===== src/rtl/limd_mc.sv =====
`default_nettype none
// ============================================================================
// limd_mc : multi-channel pipelined G.726 a1 limiter, A1P = clamp(A1T, +/-(OME-A2P))
// Optional macro LIMD_CLAMP_FLAG_EN exports the {hi, lo} clamp flags on out_clamp.
// Revision: 1.0
// ============================================================================
module limd_mc #(
  parameter int W     = 16,
  parameter int OME   = 15360,
  parameter int NCH   = 4,
  parameter int CNT_W = 8,
  localparam int CH_W = (NCH > 1) ? $clog2(NCH) : 1
) (
  input  logic             clk,
  input  logic             reset,
  input  logic             scan_in0,
  input  logic             scan_in1,
  input  logic             scan_in2,
  input  logic             scan_in3,
  input  logic             scan_in4,
  input  logic             scan_enable,
  input  logic             test_mode,
  output logic             scan_out0,
  output logic             scan_out1,
  output logic             scan_out2,
  output logic             scan_out3,
  output logic             scan_out4,
  input  logic             in_valid,
  output logic             in_ready,
  input  logic [CH_W-1:0]  in_ch,
  input  logic [W-1:0]     A1T,
  input  logic [W-1:0]     A2P,
  output logic             out_valid,
  input  logic             out_ready,
  output logic [CH_W-1:0]  out_ch,
  output logic [W-1:0]     A1P,
  output logic [1:0]       out_clamp,
  input  logic [CH_W-1:0]  stat_ch,
  input  logic             stat_clr,
  output logic [CNT_W-1:0] stat_cnt
);

  localparam logic [W-1:0] OME_W = W'(OME);

  logic unused_dft;
  assign unused_dft = ^{scan_in0, scan_in1, scan_in2, scan_in3, scan_in4, scan_enable, test_mode};

  assign scan_out0 = 1'b0;
  assign scan_out1 = 1'b0;
  assign scan_out2 = 1'b0;
  assign scan_out3 = 1'b0;
  assign scan_out4 = 1'b0;

  logic            s1_valid_q, s1_valid_d;
  logic [W-1:0]    s1_a1t_q, s1_a1t_d;
  logic [W-1:0]    s1_ul_q, s1_ul_d;
  logic [W-1:0]    s1_ll_q, s1_ll_d;
  logic [CH_W-1:0] s1_ch_q, s1_ch_d;
  logic            s2_valid_q, s2_valid_d;
  logic [W-1:0]    a1p_q, a1p_d;
  logic [CH_W-1:0] s2_ch_q, s2_ch_d;
  logic            s2_hi_q, s2_hi_d;
  logic            s2_lo_q, s2_lo_d;

  logic            advance;
  logic            s2_load;
  logic [W-1:0]    a1ul;
  logic [W-1:0]    a1ll;
  logic            lo_hit;
  logic            hi_hit;
  logic [W-1:0]    a1p_sel;

  // The whole pipe moves as one unit; a stalled output freezes S1 as well.
  assign advance  = !s2_valid_q || out_ready;
  assign in_ready = advance;
  assign s2_load  = advance && s1_valid_q;

  assign a1ul = OME_W - A2P;
  assign a1ll = '0 - a1ul;

  assign lo_hit  = s1_a1t_q[W-1] && (s1_a1t_q <= s1_ll_q);
  assign hi_hit  = !s1_a1t_q[W-1] && (s1_a1t_q >= s1_ul_q);
  assign a1p_sel = lo_hit ? s1_ll_q : (hi_hit ? s1_ul_q : s1_a1t_q);

  always_comb begin
    s1_valid_d = s1_valid_q;
    s1_a1t_d   = s1_a1t_q;
    s1_ul_d    = s1_ul_q;
    s1_ll_d    = s1_ll_q;
    s1_ch_d    = s1_ch_q;
    s2_valid_d = s2_valid_q;
    a1p_d      = a1p_q;
    s2_ch_d    = s2_ch_q;
    s2_hi_d    = s2_hi_q;
    s2_lo_d    = s2_lo_q;
    if (advance) begin
      s1_valid_d = in_valid;
      s2_valid_d = s1_valid_q;
      if (in_valid) begin
        s1_a1t_d = A1T;
        s1_ul_d  = a1ul;
        s1_ll_d  = a1ll;
        s1_ch_d  = in_ch;
      end
      if (s1_valid_q) begin
        a1p_d   = a1p_sel;
        s2_ch_d = s1_ch_q;
        s2_hi_d = hi_hit;
        s2_lo_d = lo_hit;
      end
    end
  end

  always_ff @(posedge clk) begin
    if (!reset) begin
      s1_valid_q <= 1'b0;
      s1_a1t_q   <= '0;
      s1_ul_q    <= '0;
      s1_ll_q    <= '0;
      s1_ch_q    <= '0;
      s2_valid_q <= 1'b0;
      a1p_q      <= '0;
      s2_ch_q    <= '0;
      s2_hi_q    <= 1'b0;
      s2_lo_q    <= 1'b0;
    end else begin
      s1_valid_q <= s1_valid_d;
      s1_a1t_q   <= s1_a1t_d;
      s1_ul_q    <= s1_ul_d;
      s1_ll_q    <= s1_ll_d;
      s1_ch_q    <= s1_ch_d;
      s2_valid_q <= s2_valid_d;
      a1p_q      <= a1p_d;
      s2_ch_q    <= s2_ch_d;
      s2_hi_q    <= s2_hi_d;
      s2_lo_q    <= s2_lo_d;
    end
  end

  assign out_valid = s2_valid_q;
  assign out_ch    = s2_ch_q;
  assign A1P       = a1p_q;

`ifdef LIMD_CLAMP_FLAG_EN
  assign out_clamp = {s2_hi_q, s2_lo_q};
`else
  assign out_clamp = 2'b00;
`endif

  logic [NCH-1:0][CNT_W-1:0] cnt_all;

  // Channel ids at or above NCH match no counter slot, so they never count.
  for (genvar c = 0; c < NCH; c++) begin : g_cnt
    logic [CNT_W-1:0] cnt_q, cnt_d;

    always_comb begin
      cnt_d = cnt_q;
      if (s2_load && (hi_hit || lo_hit) && (s1_ch_q == CH_W'(c)) && (cnt_q != '1))
        cnt_d = cnt_q + CNT_W'(1);
      if (stat_clr && (stat_ch == CH_W'(c)))
        cnt_d = '0;
    end

    always_ff @(posedge clk) begin
      if (!reset) cnt_q <= '0;
      else        cnt_q <= cnt_d;
    end

    assign cnt_all[c] = cnt_q;
  end

  always_comb begin
    stat_cnt = '0;
    for (int i = 0; i < NCH; i++) begin
      if (stat_ch == CH_W'(i)) stat_cnt = cnt_all[i];
    end
  end

endmodule
`default_nettype wire


===== config.mk =====
export PLATFORM = sky130hd
export DESIGN_NAME = limd_mc
export DESIGN_NICKNAME = d
export VERILOG_FILES = /design/src/rtl/limd_mc.sv
export SDC_FILE = /design/constraint.sdc
export NUM_CORES = 1
export LEC_CHECK = 0
export ABC_AREA = 1
export ABC_CLOCK_PERIOD_IN_PS = 2590
export BUFFER_PORTS_ARGS = -buffer_cell sky130_fd_sc_hd__buf_4
export CAP_MARGIN = 5
export CORE_ASPECT_RATIO = 1.75
export CORE_MARGIN = 1.5
export CORE_UTILIZATION = 59
export CTS_CLUSTER_DIAMETER = 30
export DETAILED_ROUTE_END_ITERATION = 12
export HOLD_SLACK_MARGIN = 0.08
export MAX_ROUTING_LAYER = met4
export PLACE_DENSITY = 0.91
export SETUP_SLACK_MARGIN = 0.05
export SYNTH_ARGS = -nofsm -noshare
export SYNTH_HDL_FRONTEND = slang
export SYNTH_SLANG_ARGS = --single-unit

===== constraint.sdc =====
create_clock -name clk -period 2.59 [get_ports clk]
set_input_delay 0.1295 -clock clk [delete_from_list [all_inputs] [get_ports clk]]
set_output_delay 0.1295 -clock clk [all_outputs]
set_load 0.01 [all_outputs]

==> results_dict.tcl <==
set metrics [dict create \
    status "completed" \
    cp_top_family "simple AND/OR/NAND/NOR gates" \
    layout-drive-gt1-share_pct 12.22 \
    hp-start "stat_clr" \
    seq_area_frac_synth_pct 31.11 \
    synth_compound_area_share_pct 13.42 \
    grt_pass1_wl_um 29030 \
    hold-path-endpoint "g_cnt[0].cnt_q[1]" \
    ios 83 \
    criticalPathCategory "flop to flop" \
    ant_nets 0 \
    synth_top_family_by_area "simple AND/OR/NAND/NOR gates" \
    clkLatencyLatePin_ps 340 \
    die_area_um2 11680 \
    worst_pin_slew_ps 646.7 \
    endpoint_kind "flop" \
    die_w_um 82.34 \
    syn-cell-area_um2 6499 \
    path_cells "inv_1 -> ha_1 -> a21oi_1 -> o21ai_0 -> nor2_1 -> nand3_1 -> nand4_1 -> nand2_1 -> a21oi_1" \
    p_leak_nw 3.602 \
    setup_viol 0 \
    avgSynthCellArea_um2 6.505 \
    peakVddDrop_uv 357.9 \
    ys_ff_latch 101 \
    drt_wl_total_um 17700 \
    overflow 0 \
    layout_commonest_cell "nand2_1" \
    r2r_end "g_cnt[2].cnt_q[0]" \
    r2r_slack_ps 230 \
    yosysWarnings 0 \
    fp.dieH_um 141.8 \
    root_buffer "clkbuf_16" \
    grtUsageTotal_pct 32.64 \
    cp_num_buf_inv 1 \
    wire_per_inst_um 14.63 \
    cts_tree "done" \
    cts_max_level 3 \
    cts.sinks 101 \
    max_stage_delay_ps 370 \
    place_congestion 0.9817 \
    dr.first_iter.drc_count 416 \
    clk_path_buf_depth 2 \
    slew_headroom_pct 56.43 \
    dp_hpwl_um 12560 \
    dr.pass1.iters 8 \
    vias_per_cell 5.700 \
    cp_num_cells 9 \
    cp-start-kind "flop" \
    rows 50 \
    portBuffers 68 \
    grt_start_max_net_pins 48 \
    cp_slowest_cell "nand4_1" \
    num_vias 6897 \
    synth-simple-area-share_pct 33.08 \
    nets 1159 \
    grt_pass1_vias 6558 \
    clk_transition_reported_paths_ps 70 \
    fin_skew_ps 6.911 \
    setup_tns_ps 0 \
    synthAdderAreaFrac_pct 6.931 \
    post-route-period-util_pct 91.06 \
    holdPathStages 4 \
    path_max_fanout 6 \
    synthMuxAreaShare_pct 0 \
    slew_viol_final 0 \
    core_region_area_um2 10700 \
    synthXorXnorAreaFrac_pct 3.793 \
    drc 0 \
    start_util_pct 60.75 \
    hold_viol 0 \
    antenna_cells 0 \
    mostFrequentLayoutCells "nand2_1 (219), inv_1 (141), dfxtp_1 (101)" \
    rsz0062_at_grt "false" \
    antenna_found_initial 0 \
    holdWs_ps 114.1 \
    reg2reg_depth 9 \
    crit_required_ps 2830 \
    critPathArrivalTime_ps 2590 \
    clock.fmax_mhz 424.0 \
    maxCapViolCount 0 \
    area_growth_pct 16.81 \
    cts_made_buffers 9 \
    r2r-start "s1_ul_q[15]" \
    hold_class "input pin to flop" \
    power_density_nw_per_um2 526.3 \
    synth_cell_types 36 \
    crit_top_cell "a21oi_1" \
    layout_min_cycle_time_ps 2358 \
    synth_cells 999 \
]
==> worst max-delay path by stage <==
stage,slack (ps),endpoint,from
6_report,230,g_cnt[2].cnt_q[0],s1_ul_q[15]
5_1_grt,50,g_cnt[2].cnt_q[0],s1_ul_q[15]
4_1_cts,350,g_cnt[1].cnt_q[2],s1_ul_q[15]
3_5_place_dp,400,g_cnt[1].cnt_q[2],s1_ll_q[13]
3_3_place_gp,450,g_cnt[2].cnt_q[4],s1_ll_q[13]
2_1_floorplan,710,g_cnt[1].cnt_q[3],s1_ll_q[1]
==> power breakdown <==
group	switching [W]	leakage, nW	internal (W)
Clock	0.000585	0.140	0.000753
Combinational	0.000602	2.63	0.000352
Sequential	0.0000669	0.828	0.00164
==> registers in the layout (all words and copies together) (netlist names) <==
name         count
g_cnt.cnt_q     32
A1P             16
s1_a1t_q        16
s1_ul_q         16
s1_ll_q         15
out_ch           2
s1_ch_q          2
out_valid        1
s1_valid_q       1
==> routing by layer <==
metal	up-vias	GRT usage [%]	wire length (um)
met5	-	-	0
li1	3385	-	-
met1	3132	31.51	6354
met4	0	21.94	1042
met3	100	5.723	869
met2	280	56.87	9435
==> cell families after synthesis <==
| group | count (synthesis) |
|---|---|
| other | 1 |
| adder cells (fa/ha/maj) | 36 |
| AO/OA/AOI/OAI | 166 |
| XOR/XNOR | 26 |
| flip-flops | 101 |
| AND/OR/NAND/NOR | 479 |
| buffers and inverters | 190 |
==> stage by stage <==
step | setup WS (ps) | power (W) | cell area [um^2] | utilization [%] | cells
floorplan | 711.5 | 0.002338 | 6521 | - | 1005
global placement | 453.0 | 0.002597 | 7133 | 66.68 | 1177
detailed placement | 395.3 | 0.002624 | 7133 | 66.68 | 1177
CTS | 353.4 | 0.003978 | 7576 | 70.82 | 1208
global route | 50.68 | 0.004176 | 7591 | 70.96 | 1210
finish | 231.6 | 0.003995 | 7591 | 70.96 | 1210
==> area by class of cell <==
| class | instances | area (um^2) |
|---|---|---|
| clock inverters | 5 | 60.06 |
| inverters | 150 | 563.0 |
| repair buffers | 99 | 805.8 |
| flip-flops and latches | 101 | 2022 |
| clock buffers | 11 | 232.7 |
| well taps | 130 | 162.7 |
| multi-input cells | 714 | 3745 |
| fillers | 845 | 3107 |
==> Yosys cell counts, drive strengths merged <==
cell type / n / area [um^2]
a31oi: 2 / 12.51
nor3: 18 / 123.9
a21oi: 87 / 435.4
o21bai: 4 / 30.03
nor2: 106 / 437.9
nor4: 3 / 18.77
conb: 1 / 3.750
nand3: 82 / 420.4
o211ai: 3 / 22.52
o21a: 2 / 15.01
o21ai: 59 / 295.3
clkbuf: 22 / 82.58
nand3b: 1 / 7.510
nand4: 43 / 275.3
xor2: 23 / 220.2
o22ai: 6 / 37.54
dfxtp: 101 / 2022
a221oi: 1 / 8.760
a211oi: 2 / 15.01
clkinv: 1 / 3.750
buf: 18 / 108.9
nand2: 226 / 865.8
inv: 149 / 559.3
ha: 36 / 450.4
xnor2: 3 / 26.28
==> repair_timing <==
item	4_1_cts	5_1_grt
buffers inserted	0	2
hold endpoints to repair	15	0
resized for setup	0	0
setup endpoints to repair	0	1
hold buffers	15	0
==> tightest hold or removal path: stages <==
cell     delay (ps)
buf_4           100
a21oi_1          80
nand2_1          80
nor2_1           30
No activity file was read; power rests on OpenSTA's default activity.
